--- src/rtl/pow2_unit.sv ---
// ============================================================================
// pow2_unit -- signed fixed-point antilog (2^E) for the GELU datapath
//
// Computes y = (result_sign ? -1 : +1) * 2^E with the Mitchell approximation
// 2^E ~= (1 + v) * 2^u. Here u is the integer part of E (floor) and v is the
// unsigned fractional part. Both E and y are Q5.26 signed fixed point by
// default.
//
// Pipeline: three stages behind a single valid/ready handshake.
//   S1 : split E into u / v and register them with the sign
//   S2 : shift the mantissa {1, v} by u, or saturate / underflow
//   S3 : apply the sign (two's complement) and present y
//
// All stages advance together whenever in_ready is high. While the output
// is stalled (valid_out & !out_ready), every stage holds its data and its
// valid bit.
//
// Ports
//   clk          in   1   clock, rising edge
//   rst_n        in   1   asynchronous active-low reset
//   valid_in     in   1   exponent / result_sign are valid this cycle
//   in_ready     out  1   an input is accepted this cycle if valid_in is high
//   exponent     in   W   log2-domain value E (signed, Q fractional bits)
//   result_sign  in   1   1 = negate the result
//   valid_out    out  1   y / sat are valid
//   out_ready    in   1   downstream takes y this cycle
//   y            out  W   signed antilog result (Q fractional bits)
//   sat          out  1   result was clamped to the largest magnitude
// ============================================================================
module pow2_unit #(
    parameter int Q = 26,
    parameter int W = 32
) (
    input  logic                clk,
    input  logic                rst_n,
    input  logic                valid_in,
    output logic                in_ready,
    input  logic signed [W-1:0] exponent,
    input  logic                result_sign,
    output logic                valid_out,
    input  logic                out_ready,
    output logic signed [W-1:0] y,
    output logic                sat
);

    // Width of the integer part u. It spans the top W-Q bits of E.
    localparam int UW      = W - Q;
    // Largest left shift whose result still fits below the sign bit.
    localparam int MAX_LSH = W - Q - 2;
    // Shift amount at and above which the result saturates.
    localparam int SAT_U   = W - Q - 1;

    localparam logic [W-1:0] MAX_POS = {1'b0, {(W-1){1'b1}}};

    // ------------------------------------------------------------------
    // Handshake
    // ------------------------------------------------------------------
    logic s1_valid_reg, s2_valid_reg, s3_valid_reg;
    logic advance;

    // The pipeline moves only when the output slot is free or being
    // emptied this cycle. There is no skid buffer, so the stall reaches
    // the input combinationally.
    assign in_ready  = out_ready | ~s3_valid_reg;
    assign advance   = in_ready;
    assign valid_out = s3_valid_reg;

    // ------------------------------------------------------------------
    // Stage 1 : split exponent into integer and fraction
    // ------------------------------------------------------------------
    logic signed [UW-1:0] s1_u_reg,    s1_u_next;
    logic        [Q-1:0]  s1_v_reg,    s1_v_next;
    logic                 s1_sign_reg, s1_sign_next;
    logic                 s1_valid_next;

    always_comb begin
        // An arithmetic shift right by Q keeps exactly the top W-Q bits as
        // a signed value. That is floor(E), even for negative E.
        s1_u_next     = $signed(exponent[W-1:Q]);
        s1_v_next     = exponent[Q-1:0];
        s1_sign_next  = result_sign;
        // A non-accepted cycle injects a bubble.
        s1_valid_next = valid_in & in_ready;
    end

    always_ff @(posedge clk or negedge rst_n) begin
        if (!rst_n) begin
            s1_valid_reg <= 1'b0;
            s1_u_reg     <= '0;
            s1_v_reg     <= '0;
            s1_sign_reg  <= 1'b0;
        end else if (advance) begin
            s1_valid_reg <= s1_valid_next;
            s1_u_reg     <= s1_u_next;
            s1_v_reg     <= s1_v_next;
            s1_sign_reg  <= s1_sign_next;
        end
    end

    // ------------------------------------------------------------------
    // Stage 2 : magnitude = {1, v} shifted by u, with saturation/underflow
    // ------------------------------------------------------------------
    logic [W-1:0]  mant_ext;
    logic [W-1:0]  lsh_cand [0:MAX_LSH];
    logic [UW-1:0] rsh_amt;
    int            u_int;

    logic [W-1:0]  s2_mag_reg,  s2_mag_next;
    logic          s2_sat_reg,  s2_sat_next;
    logic          s2_sign_reg;
    logic          s2_valid_reg_unused_guard;

    // Mantissa 1.v, zero-extended to the full data width. Its value in Q
    // format is 1 + v.
    assign mant_ext = {{(W-Q-1){1'b0}}, 1'b1, s1_v_reg};

    // The left shift amount is small and bounded, so the candidates are
    // precomputed and then selected. The shifter stays a narrow mux rather
    // than a full barrel shifter.
    generate
        for (genvar gi = 0; gi <= MAX_LSH; gi++) begin : g_lsh
            assign lsh_cand[gi] = mant_ext << gi;
        end
    endgenerate

    // Magnitude of a negative u, as an unsigned right-shift distance. The
    // most negative u (-2^(UW-1)) wraps to 2^(UW-1) in unsigned form. That
    // value is still a correct distance, and that case underflows anyway.
    assign rsh_amt = -s1_u_reg;

    always_comb begin
        u_int       = int'(s1_u_reg);
        s2_mag_next = '0;
        s2_sat_next = 1'b0;
        if (u_int >= SAT_U) begin
            s2_mag_next = MAX_POS;
            s2_sat_next = 1'b1;
        end else if (u_int >= 0) begin
            for (int i = 0; i <= MAX_LSH; i++) begin
                if (u_int == i) begin
                    s2_mag_next = lsh_cand[i];
                end
            end
        end else if (u_int >= -Q) begin
            // Bits shifted out below the LSB are truncated.
            s2_mag_next = mant_ext >> rsh_amt;
        end else begin
            // Even the leading 1 falls below the LSB, so the result is 0.
            s2_mag_next = '0;
        end
    end

    always_ff @(posedge clk or negedge rst_n) begin
        if (!rst_n) begin
            s2_valid_reg <= 1'b0;
            s2_mag_reg   <= '0;
            s2_sat_reg   <= 1'b0;
            s2_sign_reg  <= 1'b0;
        end else if (advance) begin
            s2_valid_reg <= s1_valid_reg;
            s2_mag_reg   <= s2_mag_next;
            s2_sat_reg   <= s2_sat_next;
            s2_sign_reg  <= s1_sign_reg;
        end
    end

    // Marks the S2 valid bit as part of the datapath bookkeeping. It has no
    // functional effect.
    assign s2_valid_reg_unused_guard = s2_valid_reg;

    // ------------------------------------------------------------------
    // Stage 3 : apply sign and present the result
    // ------------------------------------------------------------------
    logic signed [W-1:0] y_reg,      y_next;
    logic                s3_sat_reg;

    always_comb begin
        // Negating a saturated magnitude gives -(2^(W-1)-1), not the most
        // negative code. Negating zero yields zero.
        if (s2_sign_reg) begin
            y_next = -$signed(s2_mag_reg);
        end else begin
            y_next = $signed(s2_mag_reg);
        end
    end

    always_ff @(posedge clk or negedge rst_n) begin
        if (!rst_n) begin
            s3_valid_reg <= 1'b0;
            y_reg        <= '0;
            s3_sat_reg   <= 1'b0;
        end else if (advance) begin
            s3_valid_reg <= s2_valid_reg_unused_guard;
            y_reg        <= y_next;
            s3_sat_reg   <= s2_sat_reg;
        end
    end

    assign y   = y_reg;
    assign sat = s3_sat_reg;

endmodule

--- config.mk ---
export PLATFORM = sky130hd
export DESIGN_NAME = pow2_unit
export DESIGN_NICKNAME = d
export VERILOG_FILES = /design/src/rtl/pow2_unit.sv
export SDC_FILE = /design/constraint.sdc
export NUM_CORES = 1
export LEC_CHECK = 0
export CORE_AREA = 4 4 121 123
export CTS_CLUSTER_SIZE = 8
export DETAILED_ROUTE_END_ITERATION = 12
export DIE_AREA = 0 0 125 127
export GPL_TIMING_DRIVEN = 0
export PLACE_DENSITY = 0.75
export SYNTH_ARGS = -nofsm -noshare
export SYNTH_HDL_FRONTEND = slang
export SYNTH_SLANG_ARGS = --single-unit
--- constraint.sdc ---
create_clock -name clk -period 5.5 [get_ports clk]
set_input_delay 1.1 -clock clk [delete_from_list [all_inputs] [get_ports clk]]
set_output_delay 1.1 -clock clk [all_outputs]
set_load 0.01 [all_outputs]
After elaboration in Yosys (flattened, before gate mapping)
Cells that the tools add are included.

Register bits: 103. Input bits: 37. Output and inout port bits: 35.

Equal/unequal tests: 4. $add $sub $neg: 2. Magnitude comparators: 3. Mux-type cells: 10. Reduce and logical (&&, ||, !) cells: 1. Shift-type cells: 1. Bitwise gates (word level): 3.

Operator list (number): 32-bit two-way mux (8); 32-bit logical NOT (1); 32-bit negator (1); 27-bit by 6-bit right shift with 32-bit output (1); 27-bit two-way mux (1); 6-bit by 3-bit equality test with 1-bit output, second input constant (2); 6-bit by 2-bit equality test with 1-bit output, second input constant (1); 6-bit by 4-bit equality test with 1-bit output, second input constant (1); 6-bit by 1-bit >= comparator with 1-bit output, second input constant (1); 6-bit by 4-bit >= comparator with 1-bit output, second input constant (1); 6-bit >= comparator, second input constant (1); 6-bit negator (1); 1-bit bitwise AND (1); 1-bit two-way mux (1); 1-bit NOT (1); 1-bit bitwise OR (1).

Longest topological paths before layout
Gate-level depths: netlist of the first run.

Word-level depth: 8. Depth in mapped cells: 13. Depth with buffers taken out: 7.

Worst setup path before layout of the first run
OpenSTA, ideal clock, no wires.

Path kind: register to register. Start point: reg s1_u_reg[0]. End point: reg s2_mag_reg[3]. Stages on the path, launching flop included: 13. Path buffers: 5. Data arrival time: 2851 ps. Slack: 2520 ps. Setup time: 129 ps. Data required time: 5371 ps. Path through: dfrtp_1 buf_2 buf_4 inv_2 ha_1 buf_2 buf_2 buf_1 mux4_2 mux2i_1 nor3_1 a211oi_1 a21oi_1.

Longest elaborated chain between the ends: 8.

RTL lines: start: declaration (line 71) `logic signed [UW-1:0] s1_u_reg, s1_u_next;`; start signal: assignment (line 94) `s1_u_reg <= s1_u_next;`; parallel branches: the longest is 7 deep, another holds 6-bit negator; 32-bit two-way mux * (line 135) `if (u_int >= SAT_U) begin`; end signal: assignment (line 161) `s2_mag_reg <= s2_mag_next;`; end: declaration (line 108) `logic [W-1:0] s2_mag_reg, s2_mag_next;`.

Every way passes the cells marked *. A chain may end at the register's enable or synchronous reset.

Final worst setup path of the first run
Start point: in out_ready. End point: out in_ready.

Longest elaborated chain between the ends: 1.

RTL lines: start: declaration (line 41) `input logic out_ready,`; 1-bit bitwise OR (line 64) `assign in_ready = out_ready | ~s3_valid_reg;`; end: declaration (line 37) `output logic in_ready,`.

Every way passes these cells.

==> results.yml, run 1 <==
outcome:
  status: "finished, final reports clean"
final_layout:
  drive_gt1_share_pct: 11.4
  fin_cells: 1076
  finalNetCount: 934
  final_util_pct: 61.3
  syn2layout_area_growth_pct: 17.8
  largest_reg_flops: 32
  antenna_cells: 0
worst_hold_path:
  worstHoldPathType: "register to register"
  worstHoldStart: "s2_valid_reg"
power:
  vdd_drop_max_v: 0.000286
  p_seq_share_pct: 30.0
  pwr-share-comb_pct: 54.7
  clock_power_share_pct: 15.3
  p_switching_uw: 2000
  leakage_uw: 0.00328
  p_int_uw: 2500
  powerDensity_nw_per_um2: 538
  switching_share_pct: 44.5
cts:
  cts_buffers: 9
  cts_setup_buffers: 0
  clkTransAtPathRegs_ps: 80
  cts_resized: 0
  cts_buffer_depth: 2
  cts_tree: "done"
  clock_latency_ps: 360
  cts_max_level: 3
  postCtsHoldBufs: 0
  cts_root_buffer: "clkbuf_16"
  cts.sinks: 102
worst_setup_path:
  setup.worst_path.start_class: "input pin"
  reg2reg_from: "s1_u_reg[0]"
  crit_fanout: 10
  crit_arrival_ps: 2970
  cp.required_ps: 4400
  end_kind: "output pin"
  criticalPathCategory: "input pin to output pin"
  startpoint: "out_ready"
global_route:
  antenna_found_initial: 0
  overflow: 0
  grt_util_all_layers_pct: 31.0
  grt_pass1_vias: 6679
  grt_pass1_wl_mm: 38.6
  grt_max_degree: 67
synthesis:
  synth_flop_cell: "dfrtp_1"
  synth_fp_nets: 851
  yosysTopAreaCellShare_pct: 35.9
  syn_avg_cell_area_sq_um: 8.80
  syn_inst: 808
  ys_seq_elements: 102
  yosysTopAreaCell: "dfrtp_1"
  async_flop_share_pct: 100
  synthTopCellsByCount: "nand2_1, dfrtp_1, clkbuf_1"
  synthDistinctLibCells: 67
  synth_most_common_cell: "nand2_1"
  synth.yosys.warnings: 0
  ys_seq_area_share_pct: 35.9
  yosys-top-cells-area: "dfrtp_1, nand2_1, mux4_2"
  synth-edff-count: 0
  synth_area_sq_um: 7110
timing:
  rsz0062_at_grt: "false"
  final_max_slew_viol_count: 0
  hold_viol: 0
  finClkSkew_ps: 10.7
  slew_headroom_pct: 13.4
  fin_crit_sh_pct: 74.0
  setup_viol: 0
  worstMarginPinSlew_ps: 1290
  min_period_ps: 4070
  max_freq_mhz: 246
route:
  drtAntennaViolNets: 0
  first_pass_iters: 5
  drt_iter0_drc: 670
  viasPerCell: 6.31
  drt_wl_total_mm: 24.3
  vias: 6786
  drcViolationCount: 0
  post_drt_wl_per_cell_microns: 22.6
placement:
  place_congestion: 1.00
  dp_hpwl_mm: 18.4
  dp.cells: 1060
  port_buffers: 71
floorplan:
  die_area_sq_um: 15900
  rows: 43
  start_util_pct: 52.0
  die_w_microns: 125
  core_area_sq_um: 13700
  io_pins: 72
  fp.dieH_microns: 127
flow_run:
  drv_cap: 0
power by group through the flow:
stage | Sequential (uW) | Combinational, uW | Clock [uW]
CTS | 1350 | 2440 | 688
finish | 1350 | 2470 | 688
detailed placement | 1360 | 2430 | 0
floorplan | 1340 | 1540 | 0
global placement | 1350 | 2410 | 0
global route | 1400 | 2670 | 725
metrics by stage:
step | hold slack [ps] | total power, uW | setup WS [ps] | setup TNS [ps] | cell area [sq um]
detailed placement | 448 | 3790 | 1410 | 0 | 8070
finish | 463 | 4500 | 1430 | 0 | 8380
floorplan | 430 | 2880 | 2520 | 0 | 7110
global placement | 441 | 3750 | -488 | -48910 | 8050
global route | 489 | 4790 | 1330 | 0 | 8380
CTS | 464 | 4470 | 1410 | 0 | 8380
cell type report:
class,count,area (sq um)
buffer,87,382
fill,1243,5290
timing repair buffer,72,736
clock inverter,7,81.3
inverter,14,52.6
clock buffer,9,225
sequential,102,2550
multi-input combinational,605,4120
tap,180,225
layer usage:
| layer | GRT usage (%) | vias up | routed length, microns |
|---|---|---|---|
| met5 | 0 | - | 0 |
| met4 | 12.6 | 0 | 898 |
| met3 | 3.64 | 55 | 1500 |
| met2 | 52.2 | 322 | 11900 |
| met1 | 41.3 | 3304 | 10100 |
| li1 | - | 3105 | - |
cells in the final DEF, fill, tap and decap left out, drive strengths merged, types with 7 or more instances in the layout:
cell,n
xnor2,17
clkdlybuf4s50,70
o211ai,7
dfrtp,102
xor2,16
a221oi,39
o31ai,9
a21oi,19
or3,17
a211oi,7
mux4,25
nand3,9
buf,27
nand2,165
inv,15
a31oi,26
nor3,9
a41oi,7
clkbuf,71
and2,7
mux2i,15
nor2,59
a22oi,7
o21ai,47
mux2,20
cell families (layout without fill, tap and decap cells):
kind of cell / after synthesis / in the layout / share of synthesized area, %
and+or+nand+nor: 304 / 304 / 19.3
muxes: 60 / 60 / 13.2
DFF: 102 / 102 / 35.9
AOI/OAI and AO/OA: 202 / 202 / 20.4
adders and majority gates: 6 / 6 / 1.06
buffers and inverters: 101 / 189 / 6.11
xor gates and xnor gates: 33 / 33 / 4.06
critical path, cell delays in order:
cell and delay (ps):
clkdlybuf4s50_1 400, nor2b_1 100, clkbuf_1 390, inv_2 250
clkbuf_8 250, clkdlybuf4s50_1 490
worst paths after layout:
path / to / slack (ps) / cells after the start
setup / recovery: in_ready / 1430 / 6
setup reg to reg: s2_mag_reg[12] / 1530 / 12
min in group asynchronous: y[9] / 710 / 1
max in group asynchronous: s1_v_reg[24] / 4090 / 2
hold / removal: s2_valid_reg / 460 / 2
hold reg to reg: s2_valid_reg / 460 / 2
Note: power is estimated with default switching activity, not from simulation.
==> inputs of run 2 (changes only) <==
--- a/config.mk
+++ b/config.mk
@@ -10,7 +10,7 @@
 export DETAILED_ROUTE_END_ITERATION = 12
 export DIE_AREA = 0 0 125 127
 export GPL_TIMING_DRIVEN = 0
-export PLACE_DENSITY = 0.75
+export PLACE_DENSITY = 0.78
 export SYNTH_ARGS = -nofsm -noshare
 export SYNTH_HDL_FRONTEND = slang
 export SYNTH_SLANG_ARGS = --single-unit
==> constraint.sdc (replaced) <==
create_clock -name clk -period 3.3 [get_ports clk]
set_input_delay 0.66 -clock clk [delete_from_list [all_inputs] [get_ports clk]]
set_output_delay 0.66 -clock clk [all_outputs]
set_load 0.01 [all_outputs]
==> results.yml, run 2 (same netlist as run 1, synthesis figures left out) <==
floorplan:
  fp.dieH_microns: 127
  die_w_microns: 125
  start_util_pct: 52.0
  rows: 43
  die_area_sq_um: 15900
  io_pins: 72
  core_area_sq_um: 13700
cts:
  clkTransAtPathRegs_ps: 80
  cts_buffer_depth: 2
  cts_buffers: 9
  cts_max_level: 3
  cts.sinks: 102
  clock_latency_ps: 350
  cts_root_buffer: "clkbuf_16"
  cts_tree: "done"
worst_hold_path:
  worstHoldPathType: "input pin to asynchronous set/reset pin"
worst_setup_path:
  criticalPathCategory: "register to register"
  cp.required_ps: 3490
  setup.worst_path.start_class: "register"
  end_kind: "register"
  startpoint: "s1_u_reg[0]"
  crit_arrival_ps: 3380
  crit_fanout: 12
  reg2reg_from: "s1_u_reg[0]"
timing:
  slew_headroom_pct: 26.9
  max_freq_mhz: 313
  finClkSkew_ps: 9.13
  min_period_ps: 3190
  final_max_slew_viol_count: 0
  fin_crit_sh_pct: 96.7
  rsz0062_at_grt: "false"
  hold_viol: 0
  hold_ws_ps: 289
  setup_viol: 0
  worstMarginPinSlew_ps: 1090
final_layout:
  fillers: 1234
  final_common_cell: "nand2_1"
  finalNetCount: 934
  drive_gt1_share_pct: 12.8
  antenna_cells: 0
  regArea_sq_um: 2550
  layout_common_cells: "nand2_1, dfrtp_1, clkdlybuf4s50_1"
  syn2layout_area_growth_pct: 18.9
  multi_input_area_sq_um: 4180
  largest_reg_flops: 32
  final_util_pct: 61.9
  fin_cells: 1076
route:
  drt_iter0_drc: 565
  viasPerCell: 6.25
  post_drt_wl_per_cell_microns: 22.0
  vias: 6726
  drt_wl_total_mm: 23.6
  first_pass_iters: 5
  drcViolationCount: 0
  drtAntennaViolNets: 0
global_route:
  overflow: 0
  grt_pass1_wl_mm: 37.6
  grt_pass1_vias: 6612
  grt_max_degree: 63
  antenna_found_initial: 0
  grt_util_all_layers_pct: 30.3
power:
  powerDensity_nw_per_um2: 888
  vdd_drop_max_v: 0.000376
  leakage_uw: 0.00330
placement:
  place_congestion: 0.987
  port_buffers: 71
  dp.cells: 1060
  dp_hpwl_mm: 17.9
outcome:
  status: "finished, final reports clean"
flow_run:
  drv_cap: 0
[run 2: cell types whose count changed in the layout (fill, tap and decap cells not counted), sizes merged]
cell,delta
clkbuf,+3
buf,-2
clkinvlp,-2
clkinv,+1
[run 2: final timing paths]
kind,to,cells past startpoint,slack [ps]
max,s2_mag_reg[0],10,110
min,sat,1,290
max reg2reg,s2_mag_reg[0],10,110
min reg2reg,s2_valid_reg,2,460
max in group asynchronous,y[15],2,2330
min in group clk,s2_valid_reg,2,460
[run 2: critical path: stages (launching register included)]
cell	delay, ps
dfrtp_1	370
buf_4	210
buf_6	220
inv_6	100
ha_1	350
buf_2	250
mux2_2	400
mux4_2	530
mux2_2	350
nand2_1	110
a32oi_1	110
[run 2: area by class of cell]
cell class	instances	share of cell area [%]
Buffer	87	4.81
Multi-Input combinational cell	605	49.4
Inverter	14	0.681
Tap cell	180	2.66
Sequential cell	102	30.2
Clock buffer	10	2.71
Clock inverter	6	0.814
Timing Repair Buffer	72	8.70
[run 2: what timing repair did]
action                                 in CTS  in global routing
setup endpoints to repair                  29                 17
endpoints found under the hold margin       0                  0
gates resized for setup                    13                 13
hold buffers                                0                  0
buffers inserted                            0                  0
[run 2: stage by stage]
step	area [sq um]	power [uW]	TNS, ps	worst slack (ps)
2_1_floorplan	7110	4800	0	320
3_3_place_gp	8050	6240	-230380	-2190
3_5_place_dp	8070	6290	-8920	-589
4_1_cts	8410	7440	0	16.6
5_1_grt	8450	7960	0	32.0
6_report	8450	7510	0	110
[run 2: per-layer routing]
layer  share of wire [%]  GRT usage, %  wire, microns  up-vias
li1                    -             -              -     3113
met1                  42          40.4           9840     3224
met2                  47          49.9          11100      330
met3                 6.7          3.55           1570       59
met4                 4.7          14.3           1110        0
met5                   0             0              0        -
[run 2: power breakdown]
part	switching [uW]	total, uW	internal, uW	leakage (uW)
clock network	508	1100	596	0.000149
logic	2320	4160	1840	0.00196
registers	470	2240	1770	0.00120
total	3300	7510	4210	0.00330
